**src/rtl/read_spi.sv**
```systemverilog
// SPI read master: issues a 24-bit mode-0 frame {1, addr[6:0], 16'h0} and
// deserializes the 16 trailing MISO bits into rd_data with a one-cycle strobe.
module read_spi #(
    parameter int unsigned CLK_DIV_HALF = 4
) (
    input  logic        clk,
    input  logic        rst_n,
    input  logic [6:0]  rd_addr,
    input  logic        rd_req,
    output logic        busy,
    output logic [15:0] rd_data,
    output logic        rd_data_vld,
    output logic        once_end_r,
    output logic        sclk_r,
    output logic        csb_r,
    output logic        sdo_r,
    input  logic        sdi_r
);

    localparam logic [7:0] HalfLd = 8'(CLK_DIV_HALF - 1);

    typedef enum logic [1:0] {StIdle, StSetup, StShift, StGap} state_e;

    state_e      state;
    logic [7:0]  div_cnt;
    logic [4:0]  bit_cnt;
    logic [23:0] tx_shift;
    logic [15:0] rx_shift;
    logic        sdi_meta;
    logic        sdi_sync;

    always_ff @(posedge clk or negedge rst_n) begin
        if (!rst_n) begin
            sdi_meta <= 1'b0;
            sdi_sync <= 1'b0;
        end else begin
            sdi_meta <= sdi_r;
            sdi_sync <= sdi_meta;
        end
    end

    always_ff @(posedge clk or negedge rst_n) begin
        if (!rst_n) begin
            state       <= StIdle;
            div_cnt     <= 8'd0;
            bit_cnt     <= 5'd0;
            tx_shift    <= 24'd0;
            rx_shift    <= 16'd0;
            rd_data     <= 16'd0;
            rd_data_vld <= 1'b0;
            once_end_r  <= 1'b0;
            sclk_r      <= 1'b0;
            csb_r       <= 1'b1;
            sdo_r       <= 1'b0;
            busy        <= 1'b0;
        end else begin
            rd_data_vld <= 1'b0;
            once_end_r  <= 1'b0;
            unique case (state)
                StIdle: begin
                    if (rd_req) begin
                        state    <= StSetup;
                        busy     <= 1'b1;
                        csb_r    <= 1'b0;
                        tx_shift <= {1'b1, rd_addr, 16'h0000};
                        sdo_r    <= 1'b1;
                        div_cnt  <= HalfLd;
                        bit_cnt  <= 5'd0;
                    end
                end
                StSetup: begin
                    if (div_cnt == 8'd0) begin
                        state   <= StShift;
                        sclk_r  <= 1'b1;
                        div_cnt <= HalfLd;
                        bit_cnt <= 5'd23;
                    end else begin
                        div_cnt <= div_cnt - 8'd1;
                    end
                end
                StShift: begin
                    if (div_cnt != 8'd0) begin
                        div_cnt <= div_cnt - 8'd1;
                    end else if (sclk_r) begin
                        // End of high phase: falling edge moves MOSI, data bits sample MISO.
                        sclk_r   <= 1'b0;
                        tx_shift <= {tx_shift[22:0], 1'b0};
                        sdo_r    <= tx_shift[22];
                        div_cnt  <= HalfLd;
                        if (bit_cnt < 5'd16) begin
                            rx_shift <= {rx_shift[14:0], sdi_sync};
                        end
                    end else if (bit_cnt == 5'd0) begin
                        state       <= StGap;
                        csb_r       <= 1'b1;
                        rd_data_vld <= 1'b1;
                        once_end_r  <= 1'b1;
                        rd_data     <= rx_shift;
                        div_cnt     <= HalfLd;
                        bit_cnt     <= 5'd1;
                    end else begin
                        sclk_r  <= 1'b1;
                        bit_cnt <= bit_cnt - 5'd1;
                        div_cnt <= HalfLd;
                    end
                end
                StGap: begin
                    // Two half periods so the 8-bit divider covers 2H for any legal H.
                    if (div_cnt != 8'd0) begin
                        div_cnt <= div_cnt - 8'd1;
                    end else if (bit_cnt != 5'd0) begin
                        bit_cnt <= bit_cnt - 5'd1;
                        div_cnt <= HalfLd;
                    end else begin
                        state   <= StIdle;
                        busy    <= 1'b0;
                        div_cnt <= 8'd0;
                        bit_cnt <= 5'd0;
                    end
                end
                default: state <= StIdle;
            endcase
        end
    end

endmodule

```
**config.mk**
```make
export PLATFORM = sky130hd
export DESIGN_NAME = read_spi
export DESIGN_NICKNAME = d
export VERILOG_FILES = /design/src/rtl/read_spi.sv
export SDC_FILE = /design/constraint.sdc
export NUM_CORES = 1
export LEC_CHECK = 0
export CORE_ASPECT_RATIO = 0.8
export CORE_MARGIN = 2
export CORE_UTILIZATION = 32
export CTS_CLUSTER_SIZE = 25
export DETAILED_ROUTE_END_ITERATION = 16
export HOLD_SLACK_MARGIN = 0.08
export PLACE_DENSITY = 0.51
export SLEW_MARGIN = 30
export SYNTH_ARGS = -nofsm -noshare
export SYNTH_HDL_FRONTEND = slang
export SYNTH_SLANG_ARGS = --single-unit
```
**constraint.sdc**
```tcl
create_clock -name clk -period 2.3 [get_ports clk]
set_input_delay 0.345 -clock clk [delete_from_list [all_inputs] [get_ports clk]]
set_output_delay 0.345 -clock clk [all_outputs]
set_load 0.01 [all_outputs]
```
==> results of run 1 <==
[power by group through the flow]
| stage | Sequential [W] | Combinational [W] | Clock, W |
|---|---|---|---|
| 2_1_floorplan | 0.00150 | 0.00122 | 0 |
| 3_3_place_gp | 0.00154 | 0.00177 | 0 |
| 3_5_place_dp | 0.00155 | 0.00177 | 0 |
| 4_1_cts | 0.00153 | 0.00179 | 0.00150 |
| 5_1_grt | 0.00157 | 0.00205 | 0.00155 |
| 6_report | 0.00153 | 0.00184 | 0.00146 |
[synthesized netlist by cell type, types with 4 or more instances]
| cell type | number |
|---|---|
| mux2_4 | 9 |
| a31oi_1 | 7 |
| mux2_2 | 24 |
| nand2_1 | 10 |
| o32a_1 | 7 |
| nor2_1 | 15 |
| a21oi_1 | 14 |
| dfrtp_1 | 60 |
| inv_1 | 10 |
| ha_1 | 8 |
| o21ai_0 | 11 |
| nand2b_1 | 4 |
| nor3_1 | 5 |
| o21a_1 | 6 |
[final cells by class]
cell class | count | share of cell area [%]
clock buffer | 9 | 5.90
clock inverter | 7 | 2.59
inverter | 10 | 0.983
multi-input combinational | 160 | 33.6
sequential | 61 | 40.0
tap | 115 | 3.77
timing repair buffer | 53 | 13.1
[metrics by stage]
| stage | cells | total power [W] | instance area (um2) | util, % | hold WS (ps) |
|---|---|---|---|---|---|
| 5_1_grt | 415 | 0.00517 | 3820 | 42.6 | 376 |
| 6_report | 415 | 0.00483 | 3820 | 42.6 | 358 |
| 2_1_floorplan | 240 | 0.00272 | 2910 | - | 49.4 |
| 3_5_place_dp | 396 | 0.00331 | 3460 | 38.6 | 341 |
| 3_3_place_gp | 396 | 0.00331 | 3460 | 38.6 | 341 |
| 4_1_cts | 413 | 0.00481 | 3790 | 42.3 | 352 |
[path summary, 6_finish.rpt]
path / end / slack [ps] / depth (start not counted)
max: state[1] / 120 / 6
min: sdi_sync / 360 / 0
max reg2reg: state[1] / 120 / 6
min reg2reg: sdi_sync / 360 / 0
max in group asynchronous: csb_r / 1450 / 3
min in group asynchronous: div_cnt[5] / 550 / 3
[logic make-up after synthesis]
logic type               Yosys count  share of synthesized area, %
XOR/XNOR                           1                         0.301
multiplexers                      35                          14.6
buffers and inverters             19                          3.61
flip-flops                        61                          52.5
AND/OR/NAND/NOR                   57                          11.6
adder cells (fa/ha/maj)            8                          3.44
AO/OA/AOI/OAI                     59                          13.9
[per-layer routing]
layer / up-vias / global-route usage, % / routed length [um]
met4: 0 / 6.14 / 102
met1: 1045 / 18.6 / 3060
met2: 51 / 19.4 / 2730
met5: - / 0 / 0
met3: 9 / 3.66 / 273
li1: 992 / - / -
[registers in the layout, indices dropped and copies added (netlist names)]
name	cells
rd_data	16
rx_shift	16
div_cnt	8
tx_shift	7
bit_cnt	5
state	2
busy	1
csb_r	1
once_end_r	1
sclk_r	1
sdi_meta	1
sdi_sync	1
sdo_r	1
[worst max-delay path, delay by kind of cell (launching register included)]
family	cells	cell delay, ps
DFF	1	410
adders and majority gates	1	200
muxes	1	360
and+or+nand+nor	1	500
buffers and inverters	1	90
AOI/OAI and AO/OA	2	510
[what timing repair did]
action,CTS,global route
hold buffers,1,0
hold endpoints to repair,60,0
setup endpoints to repair,0,16
buffers inserted,0,2
gates resized for setup,0,1
==> results.toml, run 1 <==
[sta]
drv_slew = 0
period_share_pct = 94.9
layout_setup_ws_ps = 117
relSlewSlack_pct = 71.2
finalCriticalPeriod_ps = 2180
tns_ps = 0
rsz0062_at_grt = "false"
fmax_ghz = 0.458
worst_slew_pin_slew_ps = 429
final-setup-viol-count = 0
finalHoldViolations = 0
fin_skew_ps = 5.95

[critical_path]
rr_startpoint = "bit_cnt[0]"
crit_chain = "inv_1 > ha_1 > or4b_1 > a21o_1 > a211oi_2 > mux2_2"
criticalPathCategory = "reg2reg"
critPathArrivalTime_ps = 2400
cp_max_fo = 4
cp.required_ps = 2520
cp-start-kind = "register"
end_kind = "register"
cp-startpoint = "bit_cnt[0]"
slowest_delay_ps = 500
crit_slowest_cell = "or4b_1"

[clocking]
htree_levels = 3
root_buffer = "clkbuf_16"
tritoncts = "yes"
cts_made_buffers = 9
clockBufferDepth = 2
cts_sinks = 61
clock_latency_ps = 330
cts.clk_slew.worst_paths_ps = 60

[yosys]
synth_warnings = 0
syn-cell-area_um2 = 2910
ys_types = 49
synth_top_area_share_pct = 51.6
synth_edf_count = 0
synth_ff_type = "dfrtp_1"
syn_area_per_cell_um2 = 12.1
async_reset_ff_share_pct = 100
yosysTopAreaCell = "dfrtp_1"
synth_fp_nets = 259
netlist_instances = 240
synth_area_leaders = "dfrtp_1 (52%), mux2_2 (9.3%), mux2_4 (4.6%), ha_1 (3.4%), a21oi_1 (2.4%)"
ys_ff_latch = 61
seq_area_frac_synth_pct = 52.5

[floorplanning]
ios = 33
die_w_um = 111
initial_utilization_pct = 32.5
die_h_um = 89.3
die-area_um2 = 9870
fp-row-count = 31
core_area_um2 = 8960

[grt]
grt-ovfl-total = 0
grt_first_pass_wirelength_mm = 10.1
grt_pass1_vias = 2023
grt_max_degree = 62
antenna_found_initial = 0
grt_usage_pct = 13.3

[final_layout]
n_fill_cell = 843
drive_gt1_share_pct = 27.3
diodes = 0
area_growth_syn_to_layout_pct = 31.3
layout.cells.most_common = "dfrtp_1"
nets = 314
multi_input_area_um2 = 1280
layout_common_cells = "dfrtp_1 (60), clkdlybuf4s50_1 (31), mux2_2 (24)"
seqCellArea_um2 = 1530

[power_and_ir_drop]
p_leak_nw = 1.76
power_density_nw_per_um2 = 1270
pwr-share-comb_pct = 38.1
internal-power_w = 0.00312
p_clk_share_pct = 30.1
p_sw_w = 0.00172
pwr-share-seq_pct = 31.8
vdd_ir_drop_max_mv = 0.568
p_sw_share_pct = 35.5

[placed_design]
place_hpwl_mm = 4.13
port_buffers = 32
pre_cts_ws_ps = 119
gp_congestion = 0.792

[route]
ant_nets = 0
dr.pass1.iters = 4
vias = 2097
wirelength_mm = 6.17
drtIter0Drc = 119
drc = 0
wl_per_cell_um = 14.9
via_per_inst = 5.05

[min_path]
hp-class = "reg2reg"
min-delay-start = "sdi_meta"

[outcome]
outcome = "finished clean"

[flow_run]
cap_violations = 0
No activity file was read; power rests on OpenSTA's default activity.
==> run 2: changes to the inputs <==
==> constraint.sdc (replaced) <==
create_clock -name clk -period 2.65 [get_ports clk]
set_input_delay 0.3975 -clock clk [delete_from_list [all_inputs] [get_ports clk]]
set_output_delay 0.3975 -clock clk [all_outputs]
set_load 0.01 [all_outputs]
==> results.toml, run 2 (synthesis gave the netlist of run 1 again) <==
[outcome]
outcome = "finished clean"

[power_and_ir_drop]
vdd_ir_drop_max_mv = 0.463
report.power.total_w = 0.00422
p_leak_nw = 1.70
power_density_nw_per_um2 = 1130

[critical_path]
cp.required_ps = 2850
timing.rr.end = "state[1]"
criticalPathCategory = "reg2reg"
critPathArrivalTime_ps = 2450
worstRegToRegCells = 6
end_kind = "register"
worstSetupEndpoint = "state[1]"
cp-start-kind = "register"
cp_max_fo = 4
crit_chain = "inv_1 > ha_1 > or4b_1 > a21o_1 > a211oi_2 > mux2_2"
slowest_delay_ps = 550
rr_startpoint = "bit_cnt[0]"
crit_slowest_cell = "or4b_1"
reg2reg_slack_ps = 400
cp-startpoint = "bit_cnt[0]"

[grt]
grt_max_degree = 62
grt_usage_pct = 13.1
antenna_found_initial = 0
grt_first_pass_wirelength_mm = 10.2
grt-ovfl-total = 0
grt_pass1_vias = 2004

[sta]
worst_slew_pin_slew_ps = 771
period_share_pct = 84.9
drv_slew = 0
fin_skew_ps = 6.43
relSlewSlack_pct = 48.6
finalCriticalPeriod_ps = 2250
finalHoldViolations = 0
rsz0062_at_grt = "false"
final-setup-viol-count = 0
tns_ps = 0
layout_setup_ws_ps = 400
fmax_ghz = 0.444

[route]
wl_per_cell_um = 14.8
drc = 0
vias = 2014
ant_nets = 0
via_per_inst = 5.02
dr.pass1.iters = 4
drtIter0Drc = 104
wirelength_mm = 5.94

[final_layout]
layout.cells.most_common = "dfrtp_1"
diodes = 0
fin_area_um2 = 3720
reg_top3 = "rd_data x16, rx_shift x16, div_cnt x8"
nets = 300
layout_common_cells = "dfrtp_1 (60), clkdlybuf4s50_1 (31), mux2_2 (24)"
drive_gt1_share_pct = 24.1
finish.utilization_pct = 41.5
area_growth_syn_to_layout_pct = 28.0

[clocking]
cts_resized = 0
root_buffer = "clkbuf_16"
clockBufferDepth = 2
hold_buffers = 0
cts_sinks = 61
htree_levels = 3
clock_latency_ps = 320
post_cts_buffers = 0
tritoncts = "yes"
cts_made_buffers = 9
cts.clk_slew.worst_paths_ps = 60

[floorplanning]
die_w_um = 111
core_area_um2 = 8960
fp-row-count = 31
die_h_um = 89.3
initial_utilization_pct = 32.5
die-area_um2 = 9870
ios = 33

[placed_design]
pre_cts_ws_ps = 440
port_buffers = 32
postPlaceCellArea_um2 = 3350
place_hpwl_mm = 3.92
gp_congestion = 0.809

[flow_run]
cap_violations = 0

[min_path]
hp-class = "in2async"
==> run 2: final cells by class <==
class / instances / area, um2
fill: 858 / 5240
clock buffer: 9 / 225
clock inverter: 7 / 145
sequential: 61 / 1530
timing repair buffer: 39 / 368
multi-input combinational: 160 / 1270
tap: 115 / 144
inverter: 10 / 37.5
==> run 2: through the flow <==
stage / hold WS, ps / std cells
after floorplan: 102 / 240
final: 211 / 401
after CTS: 270 / 401
after global routing: 290 / 401
after detailed placement: 346 / 385
after global placement: 335 / 385
==> run 2: power breakdown <==
part	switching [W]	internal, W	total (W)	leakage [nW]
Sequential	0.000209	0.00113	0.00134	0.794
Clock	0.000429	0.00102	0.00145	0.176
Combinational	0.000809	0.000624	0.00143	0.728
==> run 2: how the worst min path moves through the flow <==
stage	from	to	cells past startpoint	slack (ps)
after floorplan	rst_n	bit_cnt[0]	0	100
after global placement	sdi_meta	sdi_sync	0	330
after detailed placement	sdi_meta	sdi_sync	0	350
after CTS	rst_n	div_cnt[5]	2	270
after global routing	rst_n	div_cnt[5]	2	290
final	rst_n	div_cnt[5]	2	210
==> run 2: critical path: cells and delay by family (launching register included) <==
family | cells | cell delay (ps)
and+or+nand+nor | 1 | 550
AOI/OAI and AO/OA | 2 | 520
DFF | 1 | 400
muxes | 1 | 370
adders and majority gates | 1 | 200
buffers and inverters | 1 | 100
==> run 2: layer usage <==
layer / wire, um / track usage, %
met1: 2980 / 18.0
met5: 0 / 0
met3: 231 / 3.73
met4: 61 / 4.09
met2: 2670 / 20.2
==> run 3: changes to the inputs <==
--- a/config.mk
+++ b/config.mk
@@ -11,7 +11,7 @@
 export CTS_CLUSTER_SIZE = 25
 export DETAILED_ROUTE_END_ITERATION = 16
 export HOLD_SLACK_MARGIN = 0.08
-export PLACE_DENSITY = 0.51
+export PLACE_DENSITY = 0.53
 export SLEW_MARGIN = 30
 export SYNTH_ARGS = -nofsm -noshare
 export SYNTH_HDL_FRONTEND = slang
==> constraint.sdc (replaced) <==
create_clock -name clk -period 1.8 [get_ports clk]
set_input_delay 0.27 -clock clk [delete_from_list [all_inputs] [get_ports clk]]
set_output_delay 0.27 -clock clk [all_outputs]
set_load 0.01 [all_outputs]
==> results.toml, run 3 (synthesis gave the netlist of run 1 again) <==
[sta]
finalCriticalPeriod_ps = 2070
drv_slew = 0
worst_slew_pin_slew_ps = 346
period_share_pct = 115
final-setup-viol-count = 18
fmax_ghz = 0.484
relSlewSlack_pct = 76.9
fin_hold_ws_ps = 362
finalHoldViolations = 0
fin_skew_ps = 6.40
rsz0062_at_grt = "true"
layout_setup_ws_ps = -267

[outcome]
violations = "setup timing"
outcome = "finished, violations left"

[critical_path]
cp-start-kind = "register"
cp.required_ps = 2010
cp-startpoint = "bit_cnt[0]"
reg2reg_slack_ps = -270
timing.rr.end = "rd_data[11]"
cp_max_fo = 5
worstRegToRegCells = 8
end_kind = "register"
criticalPathCategory = "reg2reg"
critPathArrivalTime_ps = 2270
worstSetupEndpoint = "rd_data[11]"
rr_startpoint = "bit_cnt[0]"

[final_layout]
layout.cells.most_common = "dfrtp_1"
layout_common_cells = "dfrtp_1 (59), buf_4 (56), clkdlybuf4s50_1 (31)"
finish.utilization_pct = 49.6
area_growth_syn_to_layout_pct = 52.9
diodes = 0
drive_gt1_share_pct = 45.8
n_fill_cell = 791
reg_top3 = "rd_data x16, rx_shift x16, div_cnt x8"
nets = 361
final_cells = 462

[power_and_ir_drop]
report.power.total_w = 0.00751
vdd_ir_drop_max_mv = 0.809
power_density_nw_per_um2 = 1690
p_leak_nw = 2.06

[grt]
grt-ovfl-total = 0
grt_first_pass_wirelength_mm = 10.9
antenna_found_initial = 0
grt_usage_pct = 14.1
grt_max_degree = 62
grt_pass1_vias = 2143

[route]
wirelength_mm = 6.90
dr.pass1.iters = 4
via_per_inst = 4.80
ant_nets = 0
wl_per_cell_um = 14.9
vias = 2218
drtIter0Drc = 85
drc = 0

[clocking]
cts_sinks = 61
tritoncts = "yes"
clock_latency_ps = 320
clockBufferDepth = 2
htree_levels = 3
cts_made_buffers = 9
cts.clk_slew.worst_paths_ps = 60
root_buffer = "clkbuf_16"

[floorplanning]
initial_utilization_pct = 32.5
core_area_um2 = 8960
die-area_um2 = 9870
die_h_um = 89.3
ios = 33
die_w_um = 111
fp-row-count = 31

[placed_design]
gp_congestion = 0.798
place_hpwl_mm = 4.42
port_buffers = 32
dp_cells = 433

[flow_run]
cap_violations = 0

[min_path]
hp-class = "reg2reg"
==> run 3: changes by cell type in the layout (fill, tap and decap cells not counted), moves of 4 or more <==
cell and change:
a21oi_1 -4, ha_1 -5, ha_4 +4, buf_12 +4, inv_2 +6, inv_1 -6
buf_4 +49, buf_6 +4
==> run 3: critical path, stage by stage, from the launching register on <==
cell and delay [ps]:
dfrtp_1 390, inv_2 100, ha_4 150, nor4b_4 230
nand3_2 130, or3_4 380, buf_4 160, buf_12 130
mux2_4 290
==> run 3: layout make-up <==
cell class | instances | area (um2) | share of cell area (%)
clock inverters | 7 | 75.1 | 1.69
well taps | 115 | 144 | 3.24
flip-flops and latches | 61 | 1530 | 34.4
inverters | 10 | 37.5 | 0.844
clock buffers | 9 | 225 | 5.07
repair buffers | 100 | 956 | 21.5
multi-input cells | 160 | 1480 | 33.3
==> run 3: how the worst min path moves through the flow <==
| stage | from | slack (ps) | depth (start not counted) | end |
|---|---|---|---|---|
| final | sdi_meta | 360 | 0 | sdi_sync |
| after floorplan | rst_n | -30 | 0 | bit_cnt[0] |
| after detailed placement | rst_n | 310 | 2 | busy |
| after global routing | sdi_meta | 380 | 0 | sdi_sync |
| after global placement | rst_n | 310 | 2 | busy |
| after CTS | sdi_meta | 360 | 0 | sdi_sync |
==> run 3: report_power, final <==
group	switching (W)	internal, W
clock	0.000648	0.00107
sequential	0.000249	0.00166
combinational	0.00180	0.00209
==> run 3: timing repair <==
action	4_1_cts	5_1_grt
resized for setup	20	27
hold buffers	1	0
endpoints found under the setup margin	35	55
gates cloned	2	1
buffers inserted	7	5
endpoints found under the hold margin	60	0
pin swaps	7	7
==> run 3: through the flow <==
stage	setup slack, ps	instance area, um2	TNS (ps)
final	-267	4450	-4290
after global routing	-350	4450	-6720
after CTS	-225	4260	-3800
after detailed placement	-231	3770	-4710
after global placement	-248	3770	-4580
after floorplan	-238	2930	-4650
==> run 3: metal layers <==
metal | share of wire (%) | GRT usage [%] | wire length, um | vias up
met1 | 50 | 20.8 | 3470 | 1090
met3 | 3.1 | 3.05 | 216 | 4
li1 | - | - | - | 1088
met2 | 46 | 20.7 | 3150 | 36
met5 | 0 | 0 | 0 | -
met4 | 0.94 | 4.43 | 65 | 0
